**config.mk**
```make
export PLATFORM = sky130hd
export DESIGN_NAME = cue_sequencer
export DESIGN_NICKNAME = d
export VERILOG_FILES = /design/src/rtl/cue_seq_pkg.sv /design/src/rtl/beat_timer.sv /design/src/rtl/cue_sequencer.sv
export SDC_FILE = /design/constraint.sdc
export NUM_CORES = 1
export LEC_CHECK = 0
export ABC_CLOCK_PERIOD_IN_PS = 6630
export CAP_MARGIN = 20
export CORE_MARGIN = 2
export CORE_UTILIZATION = 44
export DETAILED_ROUTE_END_ITERATION = 10
export PLACE_DENSITY = 0.63
export SLEW_MARGIN = 25
export SYNTH_ARGS = -nofsm -noshare
export SYNTH_HDL_FRONTEND = slang
export SYNTH_HIERARCHICAL = 1
export SYNTH_SLANG_ARGS = --single-unit
```
**constraint.sdc**
```tcl
create_clock -name CLOCK_50 -period 6.63 [get_ports CLOCK_50]
set_clock_uncertainty 0.15 [all_clocks]
set_input_delay 0.9945 -clock CLOCK_50 [delete_from_list [all_inputs] [get_ports CLOCK_50]]
set_output_delay 0.9945 -clock CLOCK_50 [all_outputs]
set_load 0.02 [all_outputs]
```
**src/rtl/cue_seq_pkg.sv**
```systemverilog
// rtl/cue_seq_pkg.sv - shared lane/state types for the cue sequencer
package cue_seq_pkg;
  localparam int NUM_LANES = 4;

  typedef logic [1:0] state_t;
  localparam state_t IDLE = 2'd0;
  localparam state_t PLAY = 2'd1;
  localparam state_t DONE = 2'd2;

  typedef logic [NUM_LANES-1:0] lane_mask_t;
endpackage

```
**src/rtl/beat_timer.sv**
```systemverilog
// rtl/beat_timer.sv - modulo-BEAT_DIV beat counter with clear/enable and one-cycle wrap strobe
module beat_timer #(
  parameter int BEAT_DIV = 25000000
) (
  input  logic CLOCK_50,
  input  logic reset,
  input  logic clr,
  input  logic en,
  output logic wrap
);
  localparam int CW = (BEAT_DIV > 1) ? $clog2(BEAT_DIV) : 1;

  logic [CW-1:0] cnt;

  assign wrap = en && (cnt == CW'(BEAT_DIV - 1));

  always_ff @(posedge CLOCK_50) begin
    if (reset || clr) cnt <= '0;
    else if (en)      cnt <= wrap ? '0 : cnt + 1'b1;
  end
endmodule

```
**src/rtl/cue_sequencer.sv**
```systemverilog
// rtl/cue_sequencer.sv - plays a stored 4-lane cue pattern at a fixed beat rate
// Optional pause input enabled by CUE_SEQUENCER_PAUSE_EN.
module cue_sequencer
  import cue_seq_pkg::*;
#(
  parameter int BEAT_DIV      = 25000000,
  parameter int WINDOW_CYCLES = 5000000,
  parameter int DEPTH         = 64,
  parameter int CNT_W         = 16,
  localparam int ADDR_W       = $clog2(DEPTH)
) (
  input  logic                   CLOCK_50,
  input  logic                   reset,
`ifdef CUE_SEQUENCER_PAUSE_EN
  input  logic                   pause,
`endif
  input  logic                   start,
  input  logic                   stop,
  input  logic                   loop,
  input  logic                   pat_we,
  input  logic [ADDR_W-1:0]      pat_addr,
  input  logic [3:0]             pat_data,
  input  logic [ADDR_W:0]        pat_len,
  output logic [3:0]             cue_pulse,
  output logic [3:0]             cue_window,
  output logic [ADDR_W-1:0]      step_idx,
  output logic                   busy,
  output logic                   done,
  output logic [4*CNT_W-1:0]     cue_count
);
  localparam int TW = $clog2(WINDOW_CYCLES + 1);

  state_t            state, state_n;
  lane_mask_t        mem [DEPTH];
  logic [ADDR_W-1:0] step;
  logic [ADDR_W:0]   len_q;
  lane_mask_t        pulse_q;
  lane_mask_t        emit_mask;
  logic              hold;
  logic              wrap;
  logic              last_step;
  logic              emit;
  logic [ADDR_W-1:0] emit_idx;
  logic              kill;

`ifdef CUE_SEQUENCER_PAUSE_EN
  assign hold = pause && (state == PLAY);
`else
  assign hold = 1'b0;
`endif

  beat_timer #(.BEAT_DIV(BEAT_DIV)) u_beat (
    .CLOCK_50 (CLOCK_50),
    .reset    (reset),
    .clr      (state != PLAY),
    .en       ((state == PLAY) && !hold),
    .wrap     (wrap)
  );

  assign last_step = ({1'b0, step} == (len_q - 1'b1));
  assign kill      = stop && (state == PLAY);

  always_comb begin
    state_n  = state;
    emit     = 1'b0;
    emit_idx = step;
    case (state)
      IDLE, DONE: begin
        if (stop) state_n = IDLE;
        else if (start) begin
          if (pat_len == '0) state_n = DONE;
          else begin
            state_n  = PLAY;
            emit     = 1'b1;
            emit_idx = '0;
          end
        end
      end
      PLAY: begin
        if (stop) state_n = IDLE;
        else if (wrap) begin
          if (!last_step) begin
            emit     = 1'b1;
            emit_idx = step + 1'b1;
          end else if (loop) begin
            emit     = 1'b1;
            emit_idx = '0;
          end else begin
            state_n = DONE;
          end
        end
      end
      default: state_n = IDLE;
    endcase
  end

  assign emit_mask = emit ? mem[emit_idx] : '0;

  // Pattern RAM survives reset so a loaded chart can be replayed.
  always_ff @(posedge CLOCK_50) begin
    if (pat_we && (state != PLAY)) mem[pat_addr] <= pat_data;
  end

  always_ff @(posedge CLOCK_50) begin
    if (reset) begin
      state   <= IDLE;
      step    <= '0;
      len_q   <= '0;
      pulse_q <= '0;
    end else begin
      state <= state_n;
      if ((state != PLAY) && start && !stop) len_q <= pat_len;
      if (emit) step <= emit_idx;
      if (kill)       pulse_q <= '0;
      else if (!hold) pulse_q <= emit_mask;
    end
  end

  for (genvar i = 0; i < NUM_LANES; i++) begin : g_lane
    logic [TW-1:0]    timer;
    logic [CNT_W-1:0] cnt;

    always_ff @(posedge CLOCK_50) begin
      if (reset) begin
        timer <= '0;
        cnt   <= '0;
      end else if (kill) begin
        timer <= '0;
      end else if (emit_mask[i]) begin
        timer <= TW'(WINDOW_CYCLES);
        cnt   <= cnt + 1'b1;
      end else if (!hold && (timer != '0)) begin
        timer <= timer - 1'b1;
      end
    end

    assign cue_window[i]               = (timer != '0);
    assign cue_count[i*CNT_W +: CNT_W] = cnt;
  end

  assign cue_pulse = pulse_q & {4{!hold}};
  assign step_idx  = step;
  assign busy      = (state == PLAY);
  assign done      = (state == DONE);
endmodule

```
==> results of run 1 <==
path summary, 6_finish.rpt:
path                                     startpoint             endpoint  slack, ns  depth (start not counted)
worst max-delay path                       state[0]   g_lane[3].timer[1]       0.68                         17
worst min-delay path            g_lane[2].timer[22]  g_lane[2].timer[22]       0.31                          2
worst max register to register             state[0]   g_lane[3].timer[1]       0.68                         17
worst min register to register  g_lane[2].timer[22]  g_lane[2].timer[22]       0.31                          2
routing by layer:
metal / routed length, um / vias to the layer above / global-route usage [%]
met5: 13 / - / 0
met4: 1700 / 2 / 8.176
met1: 23380 / 7392 / 30.17
li1: - / 7182 / -
met3: 3877 / 116 / 4.075
met2: 23890 / 554 / 34.43
worst max-delay path, stage by stage, from the launching register on:
cell and delay (ns):
dfxtp_1 0.43, nand2b_1 0.13, clkinv_1 0.07, nand3_1 0.11
or4_4 0.57, nor2_1 0.19, nor2b_1 0.40, and2_1 0.25
o31a_1 0.51, o21ai_4 0.13, buf_12 0.22, a2111oi_0 0.43
a211oi_1 0.10, o32a_1 0.23, o22ai_1 0.78, or2_1 0.41
nand2_1 0.39, a211oi_1 0.33
synthesized netlist by cell type, types with 7 or more instances:
master    count
a211oi_1      9
and2_1       11
inv_1        36
o21ai_0      69
o211a_1       7
nand3_1      75
nand2_1     182
or3_1        45
edfxtp_1    256
mux2i_1      72
dfxtp_1     200
mux2_2       13
nor2_1      215
nand2b_1      7
o31ai_1      19
a21oi_1     108
buf_6        13
nor2b_1      20
nor4_1       31
o211ai_1     16
clkbuf_1     37
a31oi_1       9
xor2_1       28
nor3_1       45
buf_2        37
xnor2_1      72
or4_1        33
nand4_1      35
ha_1         11
and3_1       26
stage by stage:
stage                     util, %  cell area [um^2]  worst slack, ns  instances  power, mW
after global placement      48.20             21970           0.6128       2536      4.962
after detailed placement    48.20             21970           0.4647       2536      5.015
after CTS                   51.56             23500           0.7633       2623      7.683
final                       51.57             23500           0.6843       2623      7.625
after global routing        51.57             23500           0.1371       2623      8.018
after floorplan                 -             20390            1.608       1888      4.631
where the power goes:
| part | internal [mW] | leakage [nW] | switching, mW |
|---|---|---|---|
| sequential | 3.22 | 3.93 | 0.210 |
| combinational | 0.657 | 3.05 | 0.887 |
| clock | 1.56 | 0.745 | 1.09 |
| total | 5.43 | 7.73 | 2.19 |
layout make-up:
type	instances	area (um^2)	share of cell area, %
repair buffers	144	1339	5.696
well taps	600	750.7	3.194
flip-flops and latches	456	11690	49.74
clock buffers	62	1285	5.467
inverters	37	138.9	0.5909
clock inverters	25	250.2	1.065
multi-input cells	1299	8048	34.24
registers in the layout (all words and copies together), names as in the netlist:
register	count
step_idx	6
g_lane.timer	92
state	2
g_lane.cnt	64
len_q	7
cue_pulse	4
u_beat/cnt	25
mem	256
logic make-up (layout without fill, tap and decap cells):
group / count (synthesis) / in the layout / share of synthesized area, %
compound gates: 328 / 328 / 10.85
xor+xnor: 100 / 100 / 4.296
fa+ha+maj: 11 / 11 / 0.6750
buf+inv: 133 / 268 / 3.320
flops: 456 / 456 / 57.34
mux: 91 / 91 / 4.750
simple gates: 769 / 769 / 18.77
==> impl_metrics.tcl, run 1 <==
set metrics [dict create \
    synthArstFlopShare_pct 0 \
    cts_buffer_depth 3 \
    end_kind "flop" \
    setup_violations 0 \
    status "finished, final reports clean" \
    synth_largest_area_cell "edfxtp_1" \
    critical_path_class "reg -> reg" \
    drive_above_1_share_pct 8.354 \
    grt_pass1_vias 14530 \
    io_buffers 102 \
    worst_hold_slack_ns 0.3091 \
    die_h_um 219.3 \
    start_util_pct 44.74 \
    nets 2020 \
    crit_path_start_kind "flop" \
    gp_congestion 0.8734 \
    cts_root_buf "clkbuf_16" \
    synthDistinctLibCells 88 \
    nFillCells 3991 \
    syn_nets 1922 \
    ys_seq_area_share_pct 57.34 \
    wl_mm 52.86 \
    required_ns 6.98 \
    h-tree-depth 2 \
    clk_pin_slew_ns 0.06 \
    tightest_slew_ns 1.019 \
    cp.arrival_ns 6.29 \
    tns_ns 0 \
    grt-ovfl-total 0 \
    numCtsBuffers 48 \
    diodes 0 \
    synthesis.area_um2 20390 \
    syn_inst 1888 \
    antenna_found_initial 1 \
    p_leak_nw 7.727 \
    yosys.area.top_type_share_pct 37.70 \
    ys.flop_type "edfxtp_1" \
    vdd_ir_drop_max_v 0.0002547 \
    grt_max_degree 65 \
    die_w_um 219.3 \
    cts_hold_buf 0 \
    worstPathMaxFanout 50 \
    synth-seq-cells 456 \
    final_cell_mix "edfxtp_1 (256), nor2_1 (214), dfxtp_1 (200)" \
    cts.sinks 456 \
    route.detailed.drc 0 \
    die_area_um2 48080 \
    coreArea_um2 45580 \
    area_growth_pct 15.27 \
    fin_crit_sh_pct 89.68 \
    final-hold-violation-count 0 \
    ant_nets 0 \
    avgSynthCellArea_um2 10.80 \
    yosysWarnings 6 \
    rows 78 \
    first_iter_violations 1570 \
    cap_violations 0 \
    min_period_ns 5.946 \
    max_slew_margin_pct 32.10 \
    drt_first_pass_iters 5 \
    synth_edf_count 256 \
    slew_violations 0 \
    dp_hpwl_mm 34.97 \
    clk_latency_ns 0.59 \
    layout_commonest_cell "edfxtp_1" \
    num_io_pins 103 \
    track_usage_pct 21.92 \
    via_per_inst 5.812 \
    power_density_nw_per_um2 324.4 \
    dr_total_vias 15250 \
    max_freq_mhz 168.2 \
    ctsResizeCount 0 \
    grt_pass1_wl_mm 82.12 \
    hold_path.class "reg -> reg" \
    rsz0062_at_grt "no" \
    wl_per_cell_um 20.15 \
    yosys-top-cells-area "edfxtp_1 (38%), dfxtp_1 (20%), nor2_1 (4.0%), mux2i_1 (3.5%), nand2_1 (3.4%)" \
    cts_setup_buffers 0 \
    cts_tree "done" \
]
Note: power is estimated with default switching activity, not from simulation.
==> inputs of run 2 (changes only) <==
CORE_MARGIN = default   (was 2)
DONT_BUFFER_PORTS = 1   (was default)
PLACE_DENSITY = 0.61   (was 0.63)
==> run 2 against run 1 <==
Effect of this change:
- register-to-register slack is essentially flat
- first-iteration DRC count decreased by 15%
- global-route usage about the same
==> impl_metrics.tcl, run 2 (synthesized netlist as in run 1, its figures left out) <==
set metrics [dict create \
    status "finished, final reports clean" \
    numCtsBuffers 48 \
    r2r_slack_ns 0.67 \
    slew_violations 0 \
    setup_slack_ns 0.6724 \
    wl_per_cell_um 20.48 \
    fin_crit_sh_pct 89.86 \
    h-tree-depth 2 \
    end_kind "flop" \
    clk_pin_slew_ns 0.06 \
    switching_share_pct 28.31 \
    pwr-share-seq_pct 44.7 \
    tightest_slew_ns 0.9233 \
    max_slew_margin_pct 37.80 \
    io_buffers 0 \
    top_register "mem" \
    cp_top_family "compound AO/OA/AOI/OAI gates" \
    die_h_um 217.3 \
    vdd_ir_drop_max_v 0.0002831 \
    ff_latch_area_um2 11690 \
    area_growth_pct 10.48 \
    ctsResizeCount 0 \
    setup_violations 0 \
    crit_chain "ha_1 > nand3_1 > or4_4 > nor2_1 > nor2b_1 > and2_1 > o31a_1 > o21a_2 > buf_4 > a21oi_1 > a22oi_1 > o22ai_1 > o311ai_1 > o211ai_1 > buf_4 > or4_1 > a21oi_1" \
    final_cell_mix "edfxtp_1 (256), nor2_1 (214), dfxtp_1 (200)" \
    netSwitchingPower_mw 2.178 \
    nets 1908 \
    cts_setup_buffers 0 \
    intPower_mw 5.514 \
    grt_pass1_wl_mm 80.64 \
    route.detailed.drc 0 \
    r2r_start "u_beat/cnt[0]" \
    min_period_ns 5.958 \
    power_density_nw_per_um2 341.4 \
    wl_met1_mm 22.22 \
    layout_commonest_cell "edfxtp_1" \
    cpMaxStageDelayCell "o21a_2" \
    whs_path_depth 2 \
    cts_root_buf "clkbuf_16" \
    first_iter_violations 1341 \
    drive_above_1_share_pct 8.568 \
    min_to "g_lane[1].timer[5]" \
    dp_hpwl_mm 33.83 \
    final-hold-violation-count 0 \
    via_per_inst 5.865 \
    worst-path-buf-inv 2 \
    ant_nets 0 \
    clk_latency_ns 0.61 \
    share_comb_of_total_power_pct 18.9 \
    cts_tree "done" \
    grt_max_degree 93 \
    nFillCells 4004 \
    drt_first_pass_iters 8 \
    cp.arrival_ns 6.31 \
    cts.sinks 456 \
    num_io_pins 103 \
    cap_violations 0 \
    gp_congestion 0.8777 \
    cts_buffer_depth 3 \
    wl_mm 51.48 \
    diodes 0 \
    rsz0062_at_grt "no" \
    die_area_um2 47200 \
    critPathMaxStageDelay_ns 0.73 \
    cts_hold_buf 0 \
    grt-ovfl-total 0 \
    antenna_found_initial 0 \
    hold_path.startpoint "g_lane[1].timer[5]" \
    rows 78 \
    pre_cts_ws_ns 0.5723 \
    top_layer "met4" \
    p_leak_nw 7.367 \
    tns_ns 0 \
    critical_path_class "reg -> reg" \
    required_ns 6.99 \
    met3_length_mm 3.999 \
    reg2reg_depth 17 \
    worstPathMaxFanout 30 \
    pwr-share-clk_pct 36.4 \
    start_util_pct 44.74 \
    largest_reg_flops 256 \
    grt_pass1_vias 14170 \
    max_freq_mhz 167.9 \
    largest_registers "mem: 256 flops, g_lane.timer: 92 flops, g_lane.cnt: 64 flops" \
    hold_path.class "reg -> reg" \
    die_w_um 217.3 \
    dr_total_vias 14750 \
    coreArea_um2 45580 \
    multi_input_area_um2 8048 \
    crit_path_start_kind "flop" \
    met2RoutedLength_mm 23.66 \
    r2r_end "g_lane[1].cnt[6]" \
    track_usage_pct 21.88 \
]
-- run 2: worst register-to-register path: cells and delay by family, from the launching register on --
| kind | cells | cell delay (ns) |
|---|---|---|
| flip-flops | 1 | 0.40 |
| AND/OR/NAND/NOR | 6 | 2.00 |
| adder cells (fa/ha/maj) | 1 | 0.21 |
| buffers and inverters | 2 | 0.60 |
| AO/OA/AOI/OAI | 8 | 2.54 |
-- run 2: final cells by class --
cell class | instances | share of cell area, %
clock buffers | 63 | 5.860
clock inverters | 27 | 1.444
inverters | 37 | 0.6165
multi-input cells | 1299 | 35.73
flip-flops and latches | 456 | 51.90
well taps | 600 | 3.333
repair buffers | 32 | 1.122
-- run 2: how the worst max path moves through the flow --
stage | startpoint | end | slack (ns) | cells after the start
2_1_floorplan | state[0] | g_lane[3].cnt[14] | 1.61 | 18
3_3_place_gp | pat_len[2] | g_lane[0].timer[5] | 0.81 | 11
3_5_place_dp | u_beat/cnt[0] | g_lane[0].timer[17] | 0.57 | 16
6_report | u_beat/cnt[0] | g_lane[1].cnt[6] | 0.67 | 17
5_1_grt | state[0] | g_lane[1].cnt[7] | 0.27 | 18
4_1_cts | u_beat/cnt[0] | g_lane[0].timer[17] | 0.59 | 16
-- run 2: per-stage QoR --
step	area [um^2]	total power, mW	util [%]	std cells	hold WS (ns)
global route	22530	8.076	49.43	2514	0.2950
finish	22530	7.691	49.43	2514	0.3115
CTS	22530	7.742	49.42	2514	0.3011
floorplan	20390	4.631	-	1888	0.2840
detailed placement	20880	4.933	45.81	2424	0.3000
global placement	20880	4.879	45.81	2424	0.2930
-- run 2: power by group through the flow --
stage               clock, mW  combinational [mW]  sequential (mW)
finish                   2.80                1.45             3.44
global route             2.97                1.64             3.47
CTS                      2.85                1.45             3.44
detailed placement          0                1.44             3.49
global placement            0                1.40             3.48
floorplan                   0                1.18             3.45
-- run 2: layer usage --
metal / global-route usage [%] / vias up
li1: - / 6957
met1: 29.21 / 7162
met2: 34.69 / 505
met5: 0 / -
met4: 7.676 / 0
met3: 5.227 / 121
==> inputs of run 3 (changes only) <==
SLEW_MARGIN = default   (was 25)
==> run 3 against run 2 <==
Effect of this change:
- the run now ends with DRC left
- final area is 0.12% higher
- clock power hardly changed
- sequential share of layout area is 0.061 points lower
- critical path depth is 1 lower
- final cell count hardly changed
- combinational power hardly changed
- largest power group unchanged
- count of clock-buffer cells in the layout stayed put
- core utilization is 0.058 points higher
- via count is 0.31% higher
- worst hold slack hardly changed
- total power hardly changed
==> impl_metrics.tcl, run 3 (synthesized netlist as in run 1, its figures left out) <==
set metrics [dict create \
    status "complete, but fails checks" \
    failed_checks "DRC" \
    drt_first_pass_iters 11 \
    critPathLaunch "u_beat/cnt[0]" \
    pre_cts_ws_ns 0.5723 \
    h-tree-depth 2 \
    critical_path_class "reg -> reg" \
    gp_congestion 0.8777 \
    nFillCells 4002 \
    first_iter_violations 1263 \
    numCtsBuffers 48 \
    coreArea_um2 45580 \
    r2r_start "u_beat/cnt[0]" \
    clk_latency_ns 0.61 \
    die_w_um 217.3 \
    final_core_util_pct 49.48 \
    track_usage_pct 21.88 \
    wl_met1_mm 22.40 \
    ant_nets 0 \
    top_layer "met4" \
    min_period_ns 6.106 \
    cts_root_buf "clkbuf_16" \
    tns_ns 0 \
    tightest_slew_ns 1.040 \
    max_freq_mhz 163.8 \
    largest_reg_flops 256 \
    final_cell_mix "edfxtp_1 (256), nor2_1 (214), dfxtp_1 (200)" \
    p_leak_nw 7.381 \
    io_buffers 0 \
    die_h_um 217.3 \
    setup_violations 0 \
    largest_registers "mem: 256 flops, g_lane.timer: 92 flops, g_lane.cnt: 64 flops" \
    cpMaxStageDelayCell "o211a_1" \
    crit_chain "ha_1 > nand3_1 > or4_4 > nor2_1 > nor2b_1 > and2_1 > o31a_1 > o21a_2 > buf_4 > mux2i_1 > mux2i_1 > a32oi_1 > a31o_2 > o211a_1 > nand2_1 > a21oi_1" \
    dr_total_vias 14790 \
    grt-ovfl-total 0 \
    max_slew_margin_pct 30.68 \
    end_kind "flop" \
    cts_tree "done" \
    cts_hold_buf 0 \
    hold_path.startpoint "g_lane[1].timer[5]" \
    finalNonFillerCells 2515 \
    crit_path_start_kind "flop" \
    grt_pass1_wl_mm 80.64 \
    placed_area_um2 20880 \
    cp.arrival_ns 6.46 \
    cts_setup_buffers 0 \
    slew_violations 0 \
    hold_path.class "reg -> reg" \
    start_util_pct 44.74 \
    area_growth_pct 10.61 \
    grt_max_degree 93 \
    met3_length_mm 3.983 \
    cp_common_cell "mux2i_1" \
    wl_mm 51.58 \
    antenna_found_initial 0 \
    die_area_um2 47200 \
    cap_violations 0 \
    met2RoutedLength_mm 23.55 \
    wl_per_cell_um 20.51 \
    vdd_ir_drop_max_v 0.0002817 \
    grt_pass1_vias 14170 \
    nets 1909 \
    required_ns 6.99 \
    cts_buffer_depth 3 \
    worstPathMaxFanout 38 \
    rows 78 \
    ctsResizeCount 0 \
    via_per_inst 5.881 \
    dp_hpwl_mm 33.83 \
    final-hold-violation-count 0 \
    setup_slack_ns 0.5236 \
    layout_commonest_cell "edfxtp_1" \
    p_total_mw 7.697 \
    top_register "mem" \
    worst_hold_slack_ns 0.3114 \
    num_io_pins 103 \
    fin_crit_sh_pct 92.10 \
    clk_pin_slew_ns 0.06 \
    dp.cells 2424 \
    rsz0062_at_grt "no" \
    power_density_nw_per_um2 341.3 \
    fin_area_um2 22550 \
    route.detailed.drc 1 \
    critPathMaxStageDelay_ns 0.84 \
    drive_above_1_share_pct 8.512 \
    cts.sinks 456 \
    diodes 0 \
]
[run 3: cell count changes in the layout (fill, tap and decap cells not counted)]
cell,change
a21o_1,+1
a21o_2,-1
buf_16,+1
o211a_1,+1
o211a_2,-1
[run 3: area by class of cell]
class,count,area [um^2],share of cell area [%]
clock inverters,27,325.3,1.442
clock buffers,63,1320,5.853
flip-flops and latches,456,11690,51.84
multi-input cells,1299,8046,35.68
repair buffers,33,280.3,1.243
well taps,600,750.7,3.329
inverters,37,138.9,0.6158
[run 3: worst paths after layout]
kind / depth (start not counted) / slack [ns] / end
max: 16 / 0.52 / g_lane[0].timer[17]
min: 2 / 0.31 / g_lane[1].timer[5]
max reg2reg: 16 / 0.52 / g_lane[0].timer[17]
min reg2reg: 2 / 0.31 / g_lane[1].timer[5]
[run 3: layer usage]
layer	up-vias	global-route usage (%)
met5	-	0
met4	0	7.676
met3	128	5.227
met2	525	34.69
met1	7182	29.21
li1	6956	-
[run 3: power breakdown]
group / total [mW] / internal, mW / switching (mW)
sequential: 3.44 / 3.22 / 0.220
combinational: 1.46 / 0.619 / 0.837
clock: 2.80 / 1.68 / 1.12
[run 3: worst max-delay path, delay by kind of cell (launching register included)]
family	cells	cell delay (ns)
flops	1	0.40
compound gates	6	2.62
buf+inv	1	0.28
simple gates	6	2.03
fa+ha+maj	1	0.21
mux	2	0.31
